==> src/rtl/alu_sequencer.sv <==
// Hardwired control sequencer that runs one register-register ALU instruction (T0..T5).
// Define SEQ_MEM_WAIT_EN to hold T1 until mem_ready; otherwise T1 is a single cycle.
module alu_sequencer #(
  localparam int unsigned OP_W  = 5,
  localparam int unsigned SEL_W = 4,
  localparam int unsigned NREG  = 16,
  localparam int unsigned CNT_W = 16,
  localparam int unsigned IR_W  = 32
) (
  input  logic             clock,
  input  logic             clear,
  input  logic             start,
  input  logic             mem_ready,
  input  logic [IR_W-1:0]  ir,
  output logic             PCout,
  output logic             MARin,
  output logic             incPC,
  output logic             PCin,
  output logic             read,
  output logic             MDRin,
  output logic             MDRout,
  output logic             IRin,
  output logic             Yin,
  output logic             Zin,
  output logic             ZLowOut,
  output logic [NREG-1:0]  Rin,
  output logic [NREG-1:0]  Rout,
  output logic [OP_W-1:0]  opcode,
  output logic             busy,
  output logic             done,
  output logic             illegal,
  output logic [CNT_W-1:0] instr_count
);

  localparam logic [OP_W-1:0] ALU_LO = OP_W'(3);
  localparam logic [OP_W-1:0] ALU_HI = OP_W'(12);

  typedef enum logic [2:0] {
    S_IDLE = 3'd0,
    S_T0   = 3'd1,
    S_T1   = 3'd2,
    S_T2   = 3'd3,
    S_T3   = 3'd4,
    S_T4   = 3'd5,
    S_T5   = 3'd6
  } state_t;

  typedef struct packed {
    logic pc_out;
    logic mar_in;
    logic inc_pc;
    logic pc_in;
    logic rd;
    logic mdr_in;
    logic mdr_out;
    logic ir_in;
    logic y_in;
    logic z_in;
    logic zlow_out;
  } strobe_t;

  state_t            state, state_d;
  strobe_t           strb_q, strb_d;
  logic [NREG-1:0]   rin_d, rout_d;
  logic [OP_W-1:0]   opcode_d;
  logic [OP_W-1:0]   op_q;
  logic [SEL_W-1:0]  ra_q, rc_q;
  logic [OP_W-1:0]   ir_op;
  logic [SEL_W-1:0]  ir_ra, ir_rb, ir_rc;
  logic              legal;

  assign ir_op = ir[31:27];
  assign ir_ra = ir[26:23];
  assign ir_rb = ir[22:19];
  assign ir_rc = ir[18:15];
  assign legal = (ir_op >= ALU_LO) && (ir_op <= ALU_HI);

  // Low IR bits carry no information for this instruction class.
  logic unused_ir_low;
  assign unused_ir_low = ^ir[14:0];

`ifndef SEQ_MEM_WAIT_EN
  logic unused_mem_ready;
  assign unused_mem_ready = mem_ready;
`endif

  function automatic logic [NREG-1:0] onehot(input logic [SEL_W-1:0] sel);
    onehot = NREG'(1) << sel;
  endfunction

  // Next-state logic
  always_comb begin
    state_d = state;
    case (state)
      S_IDLE: if (start) state_d = S_T0;
      S_T0:   state_d = S_T1;
      S_T1: begin
`ifdef SEQ_MEM_WAIT_EN
        if (mem_ready) state_d = S_T2;
`else
        state_d = S_T2;
`endif
      end
      S_T2:    state_d = legal ? S_T3 : S_IDLE;
      S_T3:    state_d = S_T4;
      S_T4:    state_d = S_T5;
      S_T5:    state_d = S_IDLE;
      default: state_d = S_IDLE;
    endcase
  end

  // Output decode of the upcoming state so every output is a register aligned with state
  always_comb begin
    strb_d   = '0;
    rin_d    = '0;
    rout_d   = '0;
    opcode_d = '0;
    case (state_d)
      S_T0: begin
        strb_d.pc_out = 1'b1;
        strb_d.mar_in = 1'b1;
        strb_d.inc_pc = 1'b1;
      end
      S_T1: begin
        strb_d.pc_in  = 1'b1;
        strb_d.rd     = 1'b1;
        strb_d.mdr_in = 1'b1;
      end
      S_T2: begin
        strb_d.mdr_out = 1'b1;
        strb_d.ir_in   = 1'b1;
      end
      // T3 is only entered from T2, where ir is still the live source
      S_T3: begin
        strb_d.y_in = 1'b1;
        rout_d      = onehot(ir_rb);
      end
      S_T4: begin
        strb_d.z_in = 1'b1;
        rout_d      = onehot(rc_q);
        opcode_d    = op_q;
      end
      S_T5: begin
        strb_d.zlow_out = 1'b1;
        rin_d           = onehot(ra_q);
      end
      default: ;
    endcase
  end

  always_ff @(posedge clock or negedge clear) begin
    if (!clear) begin
      state       <= S_IDLE;
      strb_q      <= '0;
      Rin         <= '0;
      Rout        <= '0;
      opcode      <= '0;
      busy        <= 1'b0;
      done        <= 1'b0;
      illegal     <= 1'b0;
      instr_count <= '0;
      op_q        <= '0;
      ra_q        <= '0;
      rc_q        <= '0;
    end else begin
      state   <= state_d;
      strb_q  <= strb_d;
      Rin     <= rin_d;
      Rout    <= rout_d;
      opcode  <= opcode_d;
      busy    <= (state_d != S_IDLE);
      done    <= (state == S_T5);
      illegal <= (state == S_T2) && !legal;
      if (state == S_T5) instr_count <= instr_count + CNT_W'(1);
      // Capture the fields needed after T3, since ir may change afterwards
      if (state == S_T2) begin
        op_q <= ir_op;
        ra_q <= ir_ra;
        rc_q <= ir_rc;
      end
    end
  end

  assign PCout   = strb_q.pc_out;
  assign MARin   = strb_q.mar_in;
  assign incPC   = strb_q.inc_pc;
  assign PCin    = strb_q.pc_in;
  assign read    = strb_q.rd;
  assign MDRin   = strb_q.mdr_in;
  assign MDRout  = strb_q.mdr_out;
  assign IRin    = strb_q.ir_in;
  assign Yin     = strb_q.y_in;
  assign Zin     = strb_q.z_in;
  assign ZLowOut = strb_q.zlow_out;

endmodule

==> config.mk <==
export PLATFORM = sky130hd
export DESIGN_NAME = alu_sequencer
export DESIGN_NICKNAME = d
export VERILOG_FILES = /design/src/rtl/alu_sequencer.sv
export SDC_FILE = /design/constraint.sdc
export NUM_CORES = 1
export LEC_CHECK = 0
export ABC_AREA = 1
export BUFFER_PORTS_ARGS = -buffer_cell sky130_fd_sc_hd__buf_2
export CORE_MARGIN = 5
export CORE_UTILIZATION = 30
export DETAILED_ROUTE_END_ITERATION = 10
export PLACE_DENSITY = 0.59
export SYNTH_ARGS = -nofsm -noshare
export SYNTH_HDL_FRONTEND = slang
export SYNTH_SLANG_ARGS = --single-unit
==> constraint.sdc <==
create_clock -name clock -period 3.2 [get_ports clock]
set_input_delay 0.16 -clock clock [delete_from_list [all_inputs] [get_ports clock]]
set_output_delay 0.16 -clock clock [all_outputs]
set_load 0.02 [all_outputs]
==> results.toml, run 1 <==
[clock_tree]
cts-resized-gates = 0
cts_made_buffers = 9
clkLatencyLatePin_ps = 350
cts.reportedPaths.clkPinSlew_ps = 90
clk_path_buf_depth = 2
clock_sinks = 78
htree_levels = 3
root_buffer = "clkbuf_8"
tritoncts = "yes"

[pwr]
leakagePower_nw = 2.16
peakVddDrop_uv = 325
power.total_mw = 2.75
power_density_mw_per_mm2 = 687

[critical_path]
critPathKind = "flop to flop"
cp.arrival_ps = 2060
path_delay_family = "simple AND/OR/NAND/NOR gates"
critPathCaptureType = "flop"
crit_slowest_cell = "dfrtp_1"
worst_path_most_repeated_cell = "nand2_1"
worstPathMaxFanout = 25
crit_buf_inv = 0
max_stage_delay_ps = 460
cp_cell_sequence = "nand2_1, nor2_4, nand4_1, nand2_1, nand2_2, nor2_1"
cp.required_ps = 3470
cp-start-kind = "flop"

[sta]
tightest_slew_ps = 977
finClkSkew_ps = 13.1
drv_slew = 0
min_period_over_period_pct = 55.9
grt_setup_unrepaired = "false"
fin_crit_ps = 1790
setup_viol = 0
slew_headroom_pct = 34.8
fmax_mhz = 559
hold_slack_ps = 30.0
final.setup.tns_ps = 0
hold_violations = 0

[placement]
hpwl_um = 5010
gp_congestion = 0.762
postPlaceCellArea_mm2 = 0.00375
placedCellCount = 570
numPortBuffers = 86

[routing]
dr_wl_met3_um = 542
firstDrtPassIters = 4
drtIter0Drc = 107
drtAntennaViolNets = 0
vias = 2524
wl_met2_um = 3340
drt-wirelength-per-cell_um = 11.7
wirelength_um = 6930
drcViolationCount = 0
drt-met1-wl_um = 2970
top_layer_used = "met5"
viasPerCell = 4.27

[cells_and_area]
area_growth_pct = 24.8
fin_area_mm2 = 0.00400
drive_gt1_share_pct = 25.9
nNetsFinal = 487
final_cell_count_no_fill = 591
multiInputGateArea_mm2 = 0.00105
diodes = 0
fillers = 1098
seq_area_mm2 = 0.00195

[global_route]
track_usage_pct = 11.4
antenna_found_initial = 1
grt_first_pass_wirelength_um = 11700
grt_max_degree = 79
grt_pass1_vias = 2478
grt_overflow = 0

[floorplan]
fp.coreArea_mm2 = 0.0104
die_h_um = 113
rows = 37
initial_core_util_pct = 30.9
dieArea_mm2 = 0.0129
die_w_um = 113
io-pin-count = 103

[synthesis]
ys_seq_elements = 78
synth_nets = 394
avgSynthCellArea_um2 = 8.98
synth_top_area_cell = "dfrtp_1"
ys_warn_count = 0
netlist_top_cells_area = "dfrtp_1 61%, nand2_1 12%, nor2_1 7.3%"
netlist.area_leader.share_pct = 60.9
ys_seq_area_share_pct = 60.9
yosysUniqueCellTypes = 22
synth_cells = 357
netlist_area_mm2 = 0.00321

[run_status]
outcome = "finished clean"

[hold_path]
hold_path_class = "input pin to flop"

[job]
cap_violations = 0
-- cell type report --
class	count	share of cell area [%]
clock buffers	9	3.10
clock inverters	7	2.00
inverters	37	3.47
multi-input cells	233	26.3
flip-flops and latches	78	48.8
well taps	136	4.25
repair buffers	91	12.1
-- stage by stage --
step                util, %  setup slack (ps)
global route           38.6              1140
floorplan                 -              1790
detailed placement     36.1              1340
finish                 38.6              1410
CTS                    38.6              1310
global placement       36.1              1360
-- path summary, 6_finish.rpt --
kind	end	startpoint	slack, ps	cells past startpoint
max	Rout[1]	state[1]	1410	6
min	ra_q[2]	ir[25]	30	3
max reg2reg	Rout[1]	state[1]	1410	6
min reg2reg	opcode[2]	op_q[2]	500	2
max in group asynchronous	Rout[1]	clear	2050	2
min in group asynchronous	Rin[12]	clear	490	2
-- metal layers --
layer,vias to the layer above,GRT usage (%)
met5,-,0
met3,11,4.77
li1,1279,-
met2,68,19.1
met1,1164,13.6
met4,2,3.13
-- sequential cells by signal, indices dropped and copies added, names as in the netlist, 3 cells and up --
register	cells
Rin	16
Rout	16
instr_count	16
op_q	5
opcode	5
ra_q	4
rc_q	4
state	3
-- worst reg2reg max path, cell delays in order, from the launching register on --
cell and delay [ps]:
dfrtp_1 460, nand2_1 120, nor2_4 390, nand4_1 300, nand2_1 190, nand2_2 140
nor2_1 120
-- logic make-up (layout without fill, tap and decap cells) --
kind of cell / after synthesis / after routing / share of synthesized area [%]
xor+xnor: 7 / 7 / 1.91
flops: 78 / 78 / 60.9
fa+ha+maj: 1 / 1 / 0.390
buf+inv: 46 / 144 / 6.25
compound gates: 24 / 24 / 4.10
simple gates: 201 / 201 / 26.5
-- repair_timing --
item / CTS / global route
hold endpoints to repair: 28 / 0
setup buffers: 0 / 0
hold buffers: 5 / 0
-- synthesized netlist by cell type --
cell type,n
nand4_1,5
nand2_1,104
buf_2,1
inv_2,1
nor2_4,1
nor2_1,62
nand3_1,16
ha_1,1
nand2_4,2
o21ai_4,1
inv_1,36
nor2_2,4
clkbuf_1,2
o21ai_0,20
dfrtp_1,78
buf_6,1
o21ai_1,3
buf_4,5
nand2_2,6
nand3_4,1
xor2_1,5
xnor2_1,2
-- placed cells by master (no fill, tap or decap), drive strengths merged, types with 2 or more instances in the layout --
master	Yosys	routed
buf	7	86
nor2	67	67
xnor2	2	2
xor2	5	5
dfrtp	78	78
nand4	5	5
dlygate4sd3	0	5
o21ai	24	24
clkbuf	2	9
nand3	17	17
nand2	112	112
inv	37	41
-- where the power goes --
group	leakage [nW]	switching, mW	internal, mW
Combinational	1.00	0.498	0.210
Sequential	1.05	0.132	1.15
Clock	0.103	0.386	0.373
Power figures use the tool's default switching activity.
==> run 2: changes to the inputs <==
--- a/config.mk
+++ b/config.mk
@@ -5,7 +5,7 @@
 export SDC_FILE = /design/constraint.sdc
 export NUM_CORES = 1
 export LEC_CHECK = 0
-export ABC_AREA = 1
+export ABC_AREA = 0
 export BUFFER_PORTS_ARGS = -buffer_cell sky130_fd_sc_hd__buf_2
 export CORE_MARGIN = 5
 export CORE_UTILIZATION = 30
==> constraint.sdc (replaced) <==
create_clock -name clock -period 1.7 [get_ports clock]
set_input_delay 0.085 -clock clock [delete_from_list [all_inputs] [get_ports clock]]
set_output_delay 0.085 -clock clock [all_outputs]
set_load 0.02 [all_outputs]
==> run 2 against run 1 <==
Effect of this change: critical endpoint is now Rout[10]; cell count shrank 17%; sequential share of layout area increased by 0.11 points; design area fell by 0.22%; highest routed layer is now met4; sequential power rose by 91%.
==> results.toml, run 2 <==
[sta]
grt_setup_unrepaired = "false"
setup_viol = 0
min_period_over_period_pct = 94.9
tightest_slew_ps = 543
finClkSkew_ps = 8.68
fin_crit_ps = 1610
drv_slew = 0
slew_headroom_pct = 63.8
hold_violations = 0
final.setup.tns_ps = 0
fmax_mhz = 620

[cells_and_area]
top_regs = "Rin: 16 flops, Rout: 16 flops, instr_count: 16 flops"
nNetsFinal = 389
area_growth_pct = 33.6
final_cell_mix = "83 x buf_2, 78 x dfrtp_1, 37 x nor2_1, 24 x nand2_1, 15 x mux2_2"
drive_gt1_share_pct = 37.5
fin_util_pct = 41.0
layout_commonest_cell = "buf_2"
diodes = 0
final_cell_count_no_fill = 490
fillers = 982

[routing]
drcViolationCount = 0
vias = 2098
firstDrtPassIters = 4
viasPerCell = 4.28
wirelength_um = 6410
drtAntennaViolNets = 0
drtIter0Drc = 40
drt-wirelength-per-cell_um = 13.1

[synthesis]
ys_warn_count = 0
yosysMostFrequentCell = "dfrtp_1"
ys_seq_elements = 78
synth_ff_type = "dfrtp_1"
avgSynthCellArea_um2 = 12.1
yosysUniqueCellTypes = 34
netlist_top_cells_area = "dfrtp_1 65%, mux2_2 5.7%, nor2_1 4.6%"
ys_seq_area_share_pct = 65.3
synth_cells = 247
yosys-top-cells-count = "78 x dfrtp_1, 37 x nor2_1, 24 x nand2_1, 15 x mux2_2"
synth_edf_count = 0
async_reset_ff_share_pct = 100
netlist_area_mm2 = 0.00299
synth_top_area_cell = "dfrtp_1"
netlist.area_leader.share_pct = 65.3
synth_nets = 284

[job]
cap_violations = 0

[floorplan]
fp.coreArea_mm2 = 0.00973
dieArea_mm2 = 0.0121
io-pin-count = 103
die_w_um = 110
initial_core_util_pct = 30.7
die_h_um = 110
rows = 36

[global_route]
grt_max_degree = 42
antenna_found_initial = 0
track_usage_pct = 11.2
grt_overflow = 0
grt_first_pass_wirelength_um = 10300
grt_pass1_vias = 2101

[pwr]
power_density_mw_per_mm2 = 1360
leakagePower_nw = 2.07
peakVddDrop_uv = 608

[critical_path]
cp.required_ps = 1960
critPathKind = "input pin to flop"
cp-start-kind = "input pin"
cp_cell_sequence = "dlygate4sd3_1, o211a_1, or3_4, o31a_1, nor2_1"
startpoint = "ir[28]"
rrSetupSlack_ps = 120
r2r_start = "state[1]"
r2r-end = "Rout[15]"
critPathCaptureType = "flop"
cp.arrival_ps = 1870
crit_end = "Rout[10]"
worstPathMaxFanout = 8
crit_slowest_cell = "dlygate4sd3_1"
max_stage_delay_ps = 570
rr_worst_depth = 5

[clock_tree]
clkLatencyLatePin_ps = 340
tritoncts = "yes"
root_buffer = "clkbuf_8"
clock_sinks = 78
cts_made_buffers = 9
cts.reportedPaths.clkPinSlew_ps = 70
htree_levels = 3
cts_setup_buffers = 0
clk_path_buf_depth = 2

[run_status]
outcome = "finished clean"

[placement]
placedCellCount = 464
hpwl_um = 4680
numPortBuffers = 86
gp_congestion = 0.789

[hold_path]
hold_path_class = "input pin to flop"
-- run 2: worst min-delay path by stage --
stage               startpoint             end  slack, ps  depth (start not counted)
finish                  ir[29]         op_q[2]         30                          2
global placement         clear  instr_count[9]        100                          1
global route            ir[30]         op_q[3]          3                          2
floorplan                clear            IRin       -210                          0
detailed placement       clear  instr_count[6]        110                          1
CTS                     ir[29]         op_q[2]          4                          2
-- run 2: cell type report --
cell class,count,area (µm²),area share (%)
repair buffers,106,643,16.1
multi-input cells,150,972,24.3
clock inverters,5,81.3,2.04
clock buffers,11,151,3.79
inverters,7,26.3,0.658
flip-flops and latches,78,1950,48.9
well taps,133,166,4.17
-- run 2: metrics by stage --
step	hold slack, ps	instance area, µm²	total power, mW	setup WS [ps]
6_report	27.4	3990	5.44	87.5
3_3_place_gp	102	3620	3.86	119
3_5_place_dp	115	3620	3.90	96.7
5_1_grt	3.34	3990	5.81	27.6
4_1_cts	4.03	3970	5.53	12.3
2_1_floorplan	-211	2990	3.42	79.3
-- run 2: per-layer routing --
layer	GRT usage [%]	wire [µm]
met1	13.7	2800
met2	18.1	3070
met3	3.41	425
met4	4.81	113
met5	0	0
-- run 2: timing repair --
item                                    4_1_cts  5_1_grt
hold endpoints to repair                     51        0
gates resized for setup                       0        6
endpoints found under the setup margin        0       12
hold buffers                                 12        0
-- run 2: cell families after synthesis --
logic type / Yosys count / synth area share [%]
compound gates: 9 / 2.26
simple gates: 106 / 17.4
flops: 78 / 65.3
buf+inv: 19 / 3.27
xor+xnor: 15 / 4.40
mux: 19 / 6.99
fa+ha+maj: 1 / 0.419
-- run 2: worst max-delay path: cells and delay by family --
| family | cells | cell delay [ps] |
|---|---|---|
| AOI/OAI and AO/OA | 2 | 670 |
| buffers and inverters | 1 | 570 |
| and+or+nand+nor | 2 | 550 |
-- run 2: report_power, final --
group / leakage, nW / switching (mW) / internal (mW)
Sequential: 1.04 / 0.254 / 2.18
Combinational: 0.913 / 0.786 / 0.655
Clock: 0.116 / 0.660 / 0.907
==> run 3: changes to the inputs <==
--- a/config.mk
+++ b/config.mk
@@ -10,6 +10,7 @@
 export CORE_MARGIN = 5
 export CORE_UTILIZATION = 30
 export DETAILED_ROUTE_END_ITERATION = 10
+export GPL_TIMING_DRIVEN = 0
 export PLACE_DENSITY = 0.59
 export SYNTH_ARGS = -nofsm -noshare
 export SYNTH_HDL_FRONTEND = slang
==> run 3 against run 2 <==
Effect of this change: hold slack gained 4.5 ps; maximum frequency shrank 0.47%; setup slack lost 7.6 ps; non-clock buffer count grew 9; wire length grew 2.9%; utilization grew 0.84 points; via count grew 1.6%; design area grew 2.0%; critical path type is now flop to flop; largest cell class unchanged.
==> results.toml, run 3 (synthesis results as in run 2) <==
[run_status]
outcome = "finished clean"

[routing]
drcViolationCount = 0
drt-wirelength-per-cell_um = 13.2
firstDrtPassIters = 4
drtIter0Drc = 36
viasPerCell = 4.27
wirelength_um = 6600
vias = 2131
drtAntennaViolNets = 0

[floorplan]
die_w_um = 110
io-pin-count = 103
rows = 36
initial_core_util_pct = 30.7
die_h_um = 110
dieArea_mm2 = 0.0121
fp.coreArea_mm2 = 0.00973

[cells_and_area]
fillers = 945
drive_gt1_share_pct = 38.3
area_growth_pct = 36.3
nNetsFinal = 398
diodes = 0
final_cell_mix = "89 x buf_2, 77 x dfrtp_1, 37 x nor2_1, 24 x nand2_1, 15 x mux2_2"
layout_commonest_cell = "buf_2"
top_regs = "Rin: 16 flops, Rout: 16 flops, instr_count: 16 flops"

[sta]
fmax_mhz = 617
fin_crit_ps = 1620
grt_setup_unrepaired = "true"
finClkSkew_ps = 9.78
drv_slew = 0
final.setup.tns_ps = 0
setup_viol = 0
min_period_over_period_pct = 95.3
tightest_slew_ps = 473
hold_violations = 0
slew_headroom_pct = 68.4
fin_ws_ps = 79.9

[global_route]
met1_usage_pct = 13.8
use_met3_pct = 3.93
grt_max_degree = 44
track_usage_pct = 11.5
grt_overflow = 0
use_met2_pct = 19.0
grt_pass1_vias = 2163
antenna_found_initial = 0
grt_first_pass_wirelength_um = 10600
gr-max-usage-layer = "met2"

[clock_tree]
htree_levels = 3
clock_sinks = 78
tritoncts = "yes"
clkLatencyLatePin_ps = 350
root_buffer = "clkbuf_8"
cts_made_buffers = 9
clk_path_buf_depth = 2
cts.reportedPaths.clkPinSlew_ps = 80

[pwr]
power_density_mw_per_mm2 = 1390
swShare_pct = 31.2
power.total_mw = 5.66
p_seq_share_pct = 43.2
leakagePower_nw = 2.13
clockPowerShare_pct = 30.4
p_int_mw = 3.89
p_sw_mw = 1.76
peakVddDrop_uv = 720
combPwrFrac_pct = 26.5

[critical_path]
r2r-end = "Rout[15]"
rrSetupSlack_ps = 80
r2r_start = "state[0]"
cp-start-kind = "flop"
cp.arrival_ps = 1860
rr_worst_depth = 6
cp.required_ps = 1940
worstPathMaxFanout = 10
critPathCaptureType = "flop"
critPathKind = "flop to flop"

[hold_path]
whs_endpoint = "incPC"
whs_path_depth = 2
hold_start = "start"
hold_path_class = "input pin to flop"

[placement]
gp_congestion = 0.745
hpwl_um = 4810
place_worst_setup_slack_ps = -229
numPortBuffers = 86

[job]
cap_violations = 0
## run 3: cell types whose count changed in the layout (fill, tap and decap cells not counted), moves of 2 or more
cell / previous run / this run
buf_2: 83 / 89
dlygate4sd3_1: 12 / 14
or3_1: 1 / 3
or3_4: 2 / 0
## run 3: layout make-up
cell class	count	area, µm²	area share [%]
inverter	7	26.3	0.645
buffer	12	76.3	1.87
multi-input combinational	150	985	24.2
tap	133	166	4.08
clock inverter	6	118	2.89
timing repair buffer	103	612	15.0
clock buffer	10	138	3.38
sequential	78	1950	47.9
## run 3: how the worst max path moves through the flow
stage,from,end,slack (ps),depth (start not counted)
detailed placement,state[0],Rout[13],-230,6
global placement,state[0],Rout[4],-210,6
global route,state[2],op_q[2],-20,5
CTS,state[0],Rout[13],10,6
finish,state[0],Rout[15],80,6
floorplan,instr_count[0],instr_count[10],80,6
## run 3: timing repair
item / CTS / global route
resized for setup: 4 / 8
endpoints found under the hold margin: 48 / 0
pin swaps: 1 / 1
endpoints found under the setup margin: 23 / 24
hold buffers: 14 / 0
setup buffers: 1 / 1
## run 3: critical path, stage by stage (launching register included)
cell and delay, ps:
dfrtp_1 370, buf_2 190, nor3b_4 260, buf_6 160
mux2_2 380, nand2_1 100, nor2_1 50
## run 3: power by group through the flow
stage	clock network (mW)	logic, mW	registers, mW
floorplan	0	0.848	2.58
global placement	0	1.39	2.45
detailed placement	0	1.42	2.47
CTS	1.78	1.49	2.44
global route	1.86	1.66	2.50
finish	1.72	1.50	2.44
## run 3: routing by layer
metal | wire length (µm) | up-vias
met4 | 98 | 0
met1 | 2750 | 1019
met5 | 0 | -
li1 | - | 1033
met3 | 484 | 9
met2 | 3270 | 70
## run 3: stage by stage
step           hold WS [ps]  std cells  area [µm²]  util, %
6_report               32.0        499        4070     41.9
5_1_grt                11.5        499        4070     41.9
4_1_cts                8.19        498        4030     41.4
3_5_place_dp           74.6        467        3610     37.1
3_3_place_gp            318        466        3590     36.9
2_1_floorplan          -211        247        2990        -
